$ cat config.mk
export PLATFORM = sky130hd
export DESIGN_NAME = axi_lite_master
export DESIGN_NICKNAME = d
export VERILOG_FILES = /design/src/rtl/axi_lite_master.sv
export SDC_FILE = /design/constraint.sdc
export NUM_CORES = 1
export LEC_CHECK = 0
export ABC_AREA = 1
export CORE_UTILIZATION = 45
export CTS_CLUSTER_SIZE = 24
export DETAILED_ROUTE_END_ITERATION = 10
export DONT_BUFFER_PORTS = 1
export GPL_TIMING_DRIVEN = 0
export SYNTH_ARGS = -nofsm -noshare
export SYNTH_HDL_FRONTEND = slang
export SYNTH_SLANG_ARGS = --single-unit
$ cat constraint.sdc
create_clock -name FCLK_CLK0 -period 6.6 [get_ports FCLK_CLK0]
set_input_delay 1.65 -clock FCLK_CLK0 [delete_from_list [all_inputs] [get_ports FCLK_CLK0]]
set_output_delay 1.65 -clock FCLK_CLK0 [all_outputs]
set_load 0.005 [all_outputs]
$ cat src/rtl/axi_lite_master.sv
// Single-outstanding AXI4-Lite initiator: turns a command/response handshake into one
// AXI-Lite read or write, with a per-transaction timeout so a dead slave cannot hang it.
module axi_lite_master #(
  parameter int unsigned TIMEOUT_CYCLES = 1024
) (
  input  logic        FCLK_CLK0,
  input  logic        RST,
  // Command channel
  input  logic        i_cmd_valid,
  output logic        o_cmd_ready,
  input  logic        i_cmd_write,
  input  logic [31:0] i_cmd_addr,
  input  logic [31:0] i_cmd_wdata,
  input  logic [3:0]  i_cmd_wstrb,
  // Response channel
  output logic        o_rsp_valid,
  input  logic        i_rsp_ready,
  output logic [31:0] o_rsp_rdata,
  output logic [1:0]  o_rsp_resp,
  output logic        o_rsp_timeout,
  // AXI-Lite master
  output logic [31:0] AXI_awaddr,
  output logic [2:0]  AXI_awprot,
  output logic        AXI_awvalid,
  input  logic        AXI_awready,
  output logic [31:0] AXI_wdata,
  output logic [3:0]  AXI_wstrb,
  output logic        AXI_wvalid,
  input  logic        AXI_wready,
  input  logic [1:0]  AXI_bresp,
  input  logic        AXI_bvalid,
  output logic        AXI_bready,
  output logic [31:0] AXI_araddr,
  output logic [2:0]  AXI_arprot,
  output logic        AXI_arvalid,
  input  logic        AXI_arready,
  input  logic [31:0] AXI_rdata,
  input  logic [1:0]  AXI_rresp,
  input  logic        AXI_rvalid,
  output logic        AXI_rready
);

  localparam int unsigned CntW = $clog2(TIMEOUT_CYCLES);
  localparam logic [CntW-1:0] CntLast = CntW'(TIMEOUT_CYCLES - 1);

  typedef enum logic [2:0] {StIdle, StWrAwW, StWrB, StRdAr, StRdR, StRsp} state_e;

  state_e          state_q;
  logic [CntW-1:0] cnt_q;
  logic            aw_done, w_done, active, finishing;

  assign AXI_awprot = 3'b000;
  assign AXI_arprot = 3'b000;

  // A channel counts as done if already handshaken earlier or handshaking this cycle.
  assign aw_done = !AXI_awvalid || AXI_awready;
  assign w_done  = !AXI_wvalid || AXI_wready;
  assign active  = (state_q == StWrAwW) || (state_q == StWrB) ||
                   (state_q == StRdAr) || (state_q == StRdR);
  assign finishing = ((state_q == StWrAwW) && aw_done && w_done && AXI_bvalid) ||
                     ((state_q == StWrB) && AXI_bvalid) ||
                     ((state_q == StRdR) && AXI_rvalid);

  always_ff @(posedge FCLK_CLK0 or posedge RST) begin
    if (RST) begin
      state_q       <= StIdle;
      cnt_q         <= '0;
      o_cmd_ready   <= 1'b0;
      o_rsp_valid   <= 1'b0;
      o_rsp_rdata   <= '0;
      o_rsp_resp    <= '0;
      o_rsp_timeout <= 1'b0;
      AXI_awaddr    <= '0;
      AXI_awvalid   <= 1'b0;
      AXI_wdata     <= '0;
      AXI_wstrb     <= '0;
      AXI_wvalid    <= 1'b0;
      AXI_bready    <= 1'b0;
      AXI_araddr    <= '0;
      AXI_arvalid   <= 1'b0;
      AXI_rready    <= 1'b0;
    end else begin
      if (active) cnt_q <= cnt_q + 1'b1;
      unique case (state_q)
        StIdle: begin
          o_cmd_ready <= 1'b1;
          if (i_cmd_valid && o_cmd_ready) begin
            o_cmd_ready   <= 1'b0;
            cnt_q         <= '0;
            o_rsp_rdata   <= '0;
            o_rsp_resp    <= '0;
            o_rsp_timeout <= 1'b0;
            if (i_cmd_write) begin
              AXI_awaddr  <= i_cmd_addr;
              AXI_wdata   <= i_cmd_wdata;
              AXI_wstrb   <= i_cmd_wstrb;
              AXI_awvalid <= 1'b1;
              AXI_wvalid  <= 1'b1;
              AXI_bready  <= 1'b1;
              state_q     <= StWrAwW;
            end else begin
              AXI_araddr  <= i_cmd_addr;
              AXI_arvalid <= 1'b1;
              state_q     <= StRdAr;
            end
          end
        end
        StWrAwW: begin
          if (AXI_awready) AXI_awvalid <= 1'b0;
          if (AXI_wready) AXI_wvalid <= 1'b0;
          if (aw_done && w_done) begin
            if (AXI_bvalid) begin
              AXI_bready  <= 1'b0;
              o_rsp_resp  <= AXI_bresp;
              o_rsp_valid <= 1'b1;
              state_q     <= StRsp;
            end else begin
              state_q <= StWrB;
            end
          end
        end
        StWrB: begin
          if (AXI_bvalid) begin
            AXI_bready  <= 1'b0;
            o_rsp_resp  <= AXI_bresp;
            o_rsp_valid <= 1'b1;
            state_q     <= StRsp;
          end
        end
        StRdAr: begin
          if (AXI_arready) begin
            AXI_arvalid <= 1'b0;
            AXI_rready  <= 1'b1;
            state_q     <= StRdR;
          end
        end
        StRdR: begin
          if (AXI_rvalid) begin
            AXI_rready  <= 1'b0;
            o_rsp_rdata <= AXI_rdata;
            o_rsp_resp  <= AXI_rresp;
            o_rsp_valid <= 1'b1;
            state_q     <= StRsp;
          end
        end
        StRsp: begin
          if (i_rsp_ready) begin
            o_rsp_valid <= 1'b0;
            o_cmd_ready <= 1'b1;
            state_q     <= StIdle;
          end
        end
        default: state_q <= StIdle;
      endcase
      // Timeout abort overrides any partial progress; a completing transfer wins instead.
      if (active && !finishing && (cnt_q == CntLast)) begin
        AXI_awvalid   <= 1'b0;
        AXI_wvalid    <= 1'b0;
        AXI_bready    <= 1'b0;
        AXI_arvalid   <= 1'b0;
        AXI_rready    <= 1'b0;
        o_rsp_rdata   <= '0;
        o_rsp_resp    <= 2'b11;
        o_rsp_timeout <= 1'b1;
        o_rsp_valid   <= 1'b1;
        state_q       <= StRsp;
      end
    end
  end

endmodule

==> results of run 1 <==
-- worst max-delay path, delay by kind of cell --
family | cells | cell delay (ps)
compound gates | 1 | 110
simple gates | 4 | 900
buf+inv | 1 | 390
-- power by group through the flow --
stage	registers [mW]	logic (mW)	clock network, mW
finish	1.82	1.22	0.928
global route	1.89	1.40	0.991
CTS	1.84	1.23	0.950
detailed placement	1.84	1.23	0
global placement	1.83	1.18	0
floorplan	1.69	1.00	0
-- layout by cell type (no fill, tap or decap), types with 3 or more instances in the layout --
| master | count |
|---|---|
| buf_2 | 12 |
| conb_1 | 6 |
| dfrtp_1 | 155 |
| nor2_1 | 67 |
| mux2_2 | 22 |
| nor3_1 | 35 |
| mux2_4 | 14 |
| clkbuf_16 | 17 |
| nand3_1 | 20 |
| clkinv_2 | 4 |
| clkbuf_1 | 19 |
| clkbuf_8 | 3 |
| nand4_1 | 4 |
| inv_2 | 3 |
| buf_4 | 7 |
| nand2_1 | 131 |
| nand2_2 | 3 |
| inv_1 | 65 |
| a21oi_1 | 42 |
| buf_6 | 4 |
| o21ai_0 | 78 |
-- worst min path at each step --
| stage | start | slack, ps | cells past startpoint | endpoint |
|---|---|---|---|---|
| 2_1_floorplan | AXI_araddr[0]$_DFFE_PP0P_ | 480 | 2 | AXI_araddr[0]$_DFFE_PP0P_ |
| 4_1_cts | AXI_araddr[31]$_DFFE_PP0P_ | 520 | 2 | AXI_araddr[31]$_DFFE_PP0P_ |
| 6_report | AXI_araddr[31]$_DFFE_PP0P_ | 520 | 2 | AXI_araddr[31]$_DFFE_PP0P_ |
| 3_3_place_gp | AXI_awaddr[16]$_DFFE_PP0P_ | 500 | 2 | AXI_awaddr[16]$_DFFE_PP0P_ |
| 5_1_grt | AXI_awaddr[30]$_DFFE_PP0P_ | 550 | 2 | AXI_awaddr[30]$_DFFE_PP0P_ |
| 3_5_place_dp | AXI_araddr[31]$_DFFE_PP0P_ | 510 | 2 | AXI_araddr[31]$_DFFE_PP0P_ |
-- routing by layer --
layer,routed length [um],vias up
met3,1680,23
met4,239,0
met5,0,-
met1,6190,2313
met2,8440,214
li1,-,2288
-- area by class of cell --
type / instances / area share (%)
inverters: 69 / 3.54
plain buffers: 40 / 2.97
clock inverters: 10 / 1.22
well taps: 180 / 3.02
clock buffers: 22 / 6.35
repair buffers: 1 / 0.369
flip-flops and latches: 155 / 52.0
multi-input cells: 436 / 30.6
-- stage by stage --
| step | TNS, ps | hold WS, ps | setup slack (ps) | cells | power, mW |
|---|---|---|---|---|---|
| after floorplan | 0 | 476 | 772 | 700 | 2.70 |
| after global placement | -102890 | 500 | -675 | 880 | 3.01 |
| after detailed placement | 0 | 506 | 3440 | 881 | 3.07 |
| after CTS | 0 | 521 | 3870 | 913 | 4.02 |
| after global routing | 0 | 547 | 3710 | 913 | 4.28 |
| final | 0 | 517 | 3870 | 913 | 3.98 |
-- cell families after synthesis --
logic type / after synthesis / synth area share (%)
buffers and inverters: 109 / 7.25
XOR/XNOR: 3 / 0.397
flip-flops: 155 / 58.6
adder cells (fa/ha/maj): 1 / 0.189
AO/OA/AOI/OAI: 122 / 9.26
multiplexers: 36 / 6.91
AND/OR/NAND/NOR: 268 / 17.4
other: 1 / 0.0566
-- cell usage after synthesis, drive strengths merged --
| cell type | number |
|---|---|
| a21oi | 42 |
| buf | 23 |
| clkbuf | 17 |
| conb | 1 |
| dfrtp | 155 |
| ha | 1 |
| inv | 69 |
| mux2 | 36 |
| nand2 | 135 |
| nand3 | 21 |
| nand3b | 1 |
| nand4 | 4 |
| nor2 | 70 |
| nor3 | 35 |
| o21ai | 78 |
| o22ai | 2 |
| or2 | 2 |
| xnor2 | 1 |
| xor2 | 2 |
-- flip-flops by register name, indices dropped and copies added, names as in the netlist, 2 cells and up --
name / flops
state_q: 3
o_rsp_rdata: 32
AXI_wdata: 32
AXI_wstrb: 4
cnt_q: 10
AXI_awaddr: 32
o_rsp_resp: 2
AXI_araddr: 32
==> impl_metrics.toml, run 1 <==
[outcome]
status = "finished, final reports clean"

[floorplan]
start_util_pct = 47.0
die_h_um = 123
die_w_um = 123
rows = 43
ios = 262
die_area_mm2 = 0.0152
fp.coreArea_mm2 = 0.0141

[power]
seqPwrFrac_pct = 45.9
switching_power_mw = 1.50
power_density_mw_per_mm2 = 533
swShare_pct = 37.6
pwr-share-comb_pct = 30.8
peakVddDrop_v = 0.000230
power.internal_mw = 2.48
p_clk_share_pct = 23.4
p_leak_nw = 3.79

[global_route]
antenna_found_initial = 0
grtUsageMet2_pct = 37.8
grt_max_degree = 94
grt_pass1_vias = 4865
use_met3_pct = 9.27
grt_remaining_overflow = 0
met1_usage_pct = 25.3
busiest_layer = "met2"
grt_usage_pct = 22.4
grt_pass1_wl_um = 25600

[placement]
io_buffer_count = 0
placed_area_mm2 = 0.00690
hpwl_um = 12400
gp_congestion = 0.878

[routing]
post-route-drc-count = 0
ant_nets = 0
vias = 4838
viasPerCell = 5.30
drt_iter0_drc = 350
avgRoutedWirePerCell_um = 18.1
wl_um = 16500
drt_pass1_iterations = 5

[finish]
drive_above_1_share_pct = 14.2
multi_input_area_mm2 = 0.00228
fill_cells = 1285
insertedDiodeCount = 0
synthToLayoutAreaGrowth_pct = 12.7
final_area_mm2 = 0.00746
final_core_util_pct = 53.0
num-nets-final = 835
final-seq-area_mm2 = 0.00388

[synthesis]
synth.avg_cell_area_um2 = 9.53
yosysTopAreaCell = "dfrtp_1"
ys_seq_area_share_pct = 58.6
synth_cell_types = 28
synth.top_cell.area_share_pct = 58.6
syn_area_mm2 = 0.00662
synthTopCellsByArea = "dfrtp_1, nand2_1, o21ai_0"
synthCells = 695
yosysWarnings = 0
synth_seq_cells = 155

[setup_path]
cp-end-kind = "register"
cp.required_ps = 6930
path_cells = "nand2_1 > nand3_1 > nand3_2 > clkbuf_1 > a21oi_1 > nor3_1"
cp-start-kind = "input port"
r2r_cells = 10
critical_path.startpoint = "i_cmd_valid"
crit_path_end = "o_rsp_rdata[16]$_DFFE_PP0P_"
crit_type = "input port to register"
cp_slowest_stage_delay_ps = 390
reg2reg_slack_ps = 4590
cp_max_fo = 10
cpMaxStageDelayCell = "clkbuf_1"
timing.rr.end = "AXI_araddr[18]$_DFFE_PP0P_"
arrival_ps = 3070
timing.rr.start = "state_q[1]$_DFFE_PP0P_"

[sta]
finClkSkew_ps = 9.63
slew_headroom_pct = 44.5
slew_viol_final = 0
rsz0062_at_grt = "no"
setup_viol = 0
tightestPinTransition_ps = 833
fin_crit_ps = 2730
fin_crit_sh_pct = 41.4
hold_viol = 0
fmax_mhz = 366

[cts]
cts_made_buffers = 17
holdBufCountCts = 0
cts.path.max_buffers = 2
postCtsSetupRepairBufs = 0
path_clk_slew_ps = 60
cts_sinks = 155
clockRootBuffer = "clkbuf_16"
tritoncts = "done"
post_cts_resized = 0
worstSkewPairLatency_ps = 420
cts.htree.levels = 4

[job]
maxCapViolations = 0

[worst_hold_path]
min_path_type = "register to register"
No activity file was read; power rests on OpenSTA's default activity.
==> inputs of run 2 (changes only) <==
- clock period: 6.6 -> 2.7 ns (I/O delays scaled with it)
==> run 2 against run 1 <==
Net effect: power increased by 140%; setup slack got worse by 3200 ps; design area increased by 0.22%; final cell count increased by 0.22%; clock skew decreased by 1.5 ps; hold slack got worse by 440 ps; largest power group unchanged.
==> impl_metrics.toml, run 2 (same netlist as run 1, synthesis figures left out) <==
[outcome]
status = "finished, final reports clean"

[finish]
fill_cells = 1267
final-seq-area_mm2 = 0.00388
synthToLayoutAreaGrowth_pct = 13.0
drive_above_1_share_pct = 14.3
insertedDiodeCount = 0
num-nets-final = 838
final_common_cell = "dfrtp_1"
mostFrequentLayoutCells = "dfrtp_1, nand2_1, o21ai_0"
multi_input_area_mm2 = 0.00228
final_core_util_pct = 53.1

[routing]
vias = 4823
viasPerCell = 5.27
avgRoutedWirePerCell_um = 17.8
ant_nets = 0
routed-wl-met3_um = 1680
post-route-drc-count = 0
top_layer = "met4"
wl_um = 16300
drt_iter0_drc = 333
drt_pass1_iterations = 5
met2WireLength_um = 7950
m1WireLength_um = 6210

[cts]
clockRootBuffer = "clkbuf_16"
path_clk_slew_ps = 60
cts.path.max_buffers = 2
worstSkewPairLatency_ps = 420
cts.htree.levels = 4
cts_made_buffers = 17
holdBufCountCts = 0
tritoncts = "done"
postCtsSetupRepairBufs = 0
post_cts_resized = 0
cts_sinks = 155

[setup_path]
cp-end-kind = "register"
cp_max_fo = 10
cp.required_ps = 2980
crit_type = "register to register"
cp_common_cell = "nand2_1"
cp-start-kind = "register"
critical_path.startpoint = "state_q[1]$_DFFE_PP0P_"
path_cells = "buf_4 > nor2_8 > nand2_4 > inv_1 > nand2_1 > nor2_1 > inv_2 > clkbuf_1 > nand2_1 > o21ai_0"
cpMaxStageDelayCell = "dfrtp_1"
timing.rr.start = "state_q[1]$_DFFE_PP0P_"
cp_slowest_stage_delay_ps = 360
arrival_ps = 2290

[floorplan]
die_area_mm2 = 0.0152
die_h_um = 123
start_util_pct = 47.0
fp.coreArea_mm2 = 0.0141
ios = 262
rows = 43
die_w_um = 123

[sta]
fin_crit_ps = 2010
hold_viol = 0
slew_headroom_pct = 65.5
slew_viol_final = 0
finClkSkew_ps = 8.11
tightestPinTransition_ps = 517
rsz0062_at_grt = "no"
setup_viol = 0
fmax_mhz = 497
timing.hold.ws_ps = 73.2
fin_crit_sh_pct = 74.5

[power]
power.internal_mw = 5.95
p_clk_share_pct = 22.6
total_power_mw = 9.59
seqPwrFrac_pct = 46.3
peakVddDrop_v = 0.000628
switching_power_mw = 3.64
p_leak_nw = 3.78
pwr-share-comb_pct = 31.1
swShare_pct = 38.0
power_density_mw_per_mm2 = 1280

[job]
maxCapViolations = 0

[global_route]
grt_usage_pct = 21.9
grt_remaining_overflow = 0
antenna_found_initial = 0
grt_pass1_vias = 4794
grt_max_degree = 40
grt_pass1_wl_um = 24800

[placement]
gp_congestion = 0.902
hpwl_um = 12300
io_buffer_count = 0

[worst_hold_path]
min_path_type = "input port to async pin"
-- run 2: metrics by stage --
stage | instances | setup TNS, ps | cell area (um^2) | worst slack (ps)
finish | 915 | 0 | 7480 | 687
global route | 915 | 0 | 7480 | 444
CTS | 915 | 0 | 7480 | 672
detailed placement | 884 | 0 | 6950 | 506
global placement | 880 | -100370 | 6870 | -655
floorplan | 700 | 0 | 6650 | 66.1
-- run 2: worst max-delay path: cells and delay by family, from the launching register on --
kind                   cells  cell delay (ps)
AO/OA/AOI/OAI              1               90
buffers and inverters      4              710
flip-flops                 1              360
AND/OR/NAND/NOR            5              700
-- run 2: metal layers --
| metal | vias to the layer above | GRT usage (%) |
|---|---|---|
| met5 | - | 0 |
| met4 | 0 | 10.0 |
| met3 | 40 | 9.96 |
| met2 | 225 | 35.6 |
| met1 | 2268 | 24.4 |
| li1 | 2290 | - |
-- run 2: final cells by class --
cell class | count | share of cell area [%]
clock inverter | 9 | 0.886
timing repair buffer | 4 | 1.07
multi-input combinational | 436 | 30.5
tap | 180 | 3.01
sequential | 155 | 51.8
clock buffer | 22 | 6.21
inverter | 69 | 3.51
buffer | 40 | 2.96
-- run 2: power groups by stage --
stage | clock network [mW] | logic, mW | registers (mW)
final | 2.16 | 2.98 | 4.44
after global routing | 2.32 | 3.41 | 4.60
after CTS | 2.21 | 3.00 | 4.48
after detailed placement | 0 | 3.01 | 4.49
after global placement | 0 | 2.84 | 4.48
after floorplan | 0 | 2.45 | 4.14
-- run 2: final timing paths --
path                       cells after the start  slack, ps                         end
max in group asynchronous                      4       1610   AXI_araddr[6]$_DFFE_PP0P_
max                                           10        690  AXI_araddr[21]$_DFFE_PP0P_
max reg2reg                                   10        690  AXI_araddr[21]$_DFFE_PP0P_
min                                            1         70      AXI_bready$_DFFE_PP0P_
min in group FCLK_CLK0                         1        390   AXI_wdata[23]$_DFFE_PP0P_
min reg2reg                                    2        510   AXI_araddr[0]$_DFFE_PP0P_
==> inputs of run 3 (changes only) <==
- clock period: 2.7 -> 1.6 ns (I/O delays scaled with it)
==> run 3 against run 2 <==
Net effect: the flow now finishes with violations (negative setup slack); global-route usage rose by 1.4 points; first-iteration DRC count shrank 24%; power up 90%; clock power is 84% higher; fmax grew 21%; hold slack better by 49 ps; via count rose by 7.8%; final cell count increased by 4.6%; largest cell class unchanged; critical endpoint is now o_rsp_rdata[15]$_DFFE_PP0P_; setup slack lost 750 ps.
==> impl_metrics.toml, run 3 (same netlist as run 1, synthesis figures left out) <==
[sta]
fin_ws_ps = -63.8
slew_viol_final = 0
setup_viol = 71
fin_crit_ps = 1660
rsz0062_at_grt = "yes"
fmax_mhz = 601
hold_viol = 0
finalSetupTns_ps = -1420
fin_crit_sh_pct = 104
finClkSkew_ps = 12.1

[routing]
drt_iter0_drc = 252
routed-wl-met3_um = 1820
vias = 5197
wl_um = 17900
m1WireLength_um = 6590
met2WireLength_um = 9130
top_layer = "met4"
avgRoutedWirePerCell_um = 18.7
viasPerCell = 5.43
post-route-drc-count = 0
drt_pass1_iterations = 5
ant_nets = 0

[cts]
clockRootBuffer = "clkbuf_16"
tritoncts = "done"
worstSkewPairLatency_ps = 420
cts.htree.levels = 4
cts.path.max_buffers = 2
cts_sinks = 155
path_clk_slew_ps = 60
cts_made_buffers = 17

[finish]
mostFrequentLayoutCells = "dfrtp_1, nand2_1, inv_1"
fill_cells = 1160
insertedDiodeCount = 0
synthToLayoutAreaGrowth_pct = 31.3
multi_input_area_mm2 = 0.00263
num-nets-final = 880
final_common_cell = "dfrtp_1"
final-seq-area_mm2 = 0.00388
drive_above_1_share_pct = 32.3

[floorplan]
start_util_pct = 47.0
fp.coreArea_mm2 = 0.0141
ios = 262
die_h_um = 123
rows = 43
die_w_um = 123
die_area_mm2 = 0.0152

[setup_path]
cp_max_fo = 10
arrival_ps = 1970
cp-end-kind = "register"
crit_type = "register to register"
cp-start-kind = "register"
cp.required_ps = 1900

[placement]
gp_congestion = 0.900
io_buffer_count = 0
hpwl_um = 12300
place_ws_ps = -470

[global_route]
grt_remaining_overflow = 0
grt_pass1_wl_um = 26400
grt_pass1_vias = 5045
grt_max_degree = 42
grt_usage_pct = 23.3
antenna_found_initial = 0

[job]
maxCapViolations = 0

[power]
p_leak_nw = 4.35
power_density_mw_per_mm2 = 2100
peakVddDrop_v = 0.000914
total_power_mw = 18.2

[worst_hold_path]
min_path_type = "input port to register"

[outcome]
violations = "negative setup slack"
status = "finished, violations left"
[run 3: cell count changes in the layout (fill, tap and decap cells not counted), moves of 21 or more]
cell,before,now
buf_4,7,33
o21ai_1,0,28
nand2_2,3,24
nand2_1,131,94
o21ai_2,0,31
o21ai_0,78,18
[run 3: path summary, 6_finish.rpt]
path / from / end / slack, ps / cells past startpoint
setup / recovery: state_q[1]$_DFFE_PP0P_ / o_rsp_rdata[15]$_DFFE_PP0P_ / -60 / 9
hold / removal: i_cmd_wstrb[1] / AXI_wstrb[1]$_DFFE_PP0P_ / 120 / 1
setup reg to reg: state_q[1]$_DFFE_PP0P_ / o_rsp_rdata[15]$_DFFE_PP0P_ / -60 / 9
hold reg to reg: AXI_awaddr[6]$_DFFE_PP0P_ / AXI_awaddr[6]$_DFFE_PP0P_ / 520 / 2
max in group asynchronous: RST / cnt_q[0]$_DFF_PP0_ / 270 / 5
min in group asynchronous: RST / o_rsp_rdata[0]$_DFFE_PP0P_ / 360 / 2
[run 3: report_power, final]
part           internal (mW)  switching [mW]
combinational           3.23            3.43
sequential              5.84            1.78
clock                   2.37            1.60
total                   11.4            6.80
[run 3: area by class of cell]
cell class	count	area share, %
tap	180	2.59
timing repair buffer	46	6.74
inverter	69	3.30
clock inverter	10	1.32
sequential	155	44.7
clock buffer	21	5.30
buffer	40	5.81
multi-input combinational	436	30.3
[run 3: per-layer routing]
metal  vias up  global-route usage (%)
met3        36                    10.8
met1      2539                    26.2
li1       2381                       -
met5         -                       0
met2       241                    38.7
met4         0                    8.13
[run 3: metrics by stage]
step	cells	util [%]	instance area (um^2)	hold slack, ps
CTS	939	57.8	8150	103
floorplan	700	-	6650	476
finish	957	61.7	8690	122
detailed placement	884	49.3	6950	293
global route	957	61.7	8690	97.8
global placement	880	48.8	6870	500
[run 3: worst max-delay path: stages (launching register included)]
cell and delay (ps):
dfrtp_1 380, buf_6 130, nor2_8 120, buf_12 130
nand3_1 160, nand3_4 180, inv_2 70, buf_4 170
nor2_1 140, nor3_2 70
[run 3: timing repair]
item                                    4_1_cts  5_1_grt
buffers inserted                             17       13
endpoints found under the hold margin        16        0
resized for setup                           142      135
endpoints found under the setup margin      146      191
hold buffers                                  1        0
gates cloned                                  6        5
pin swaps                                     6        7
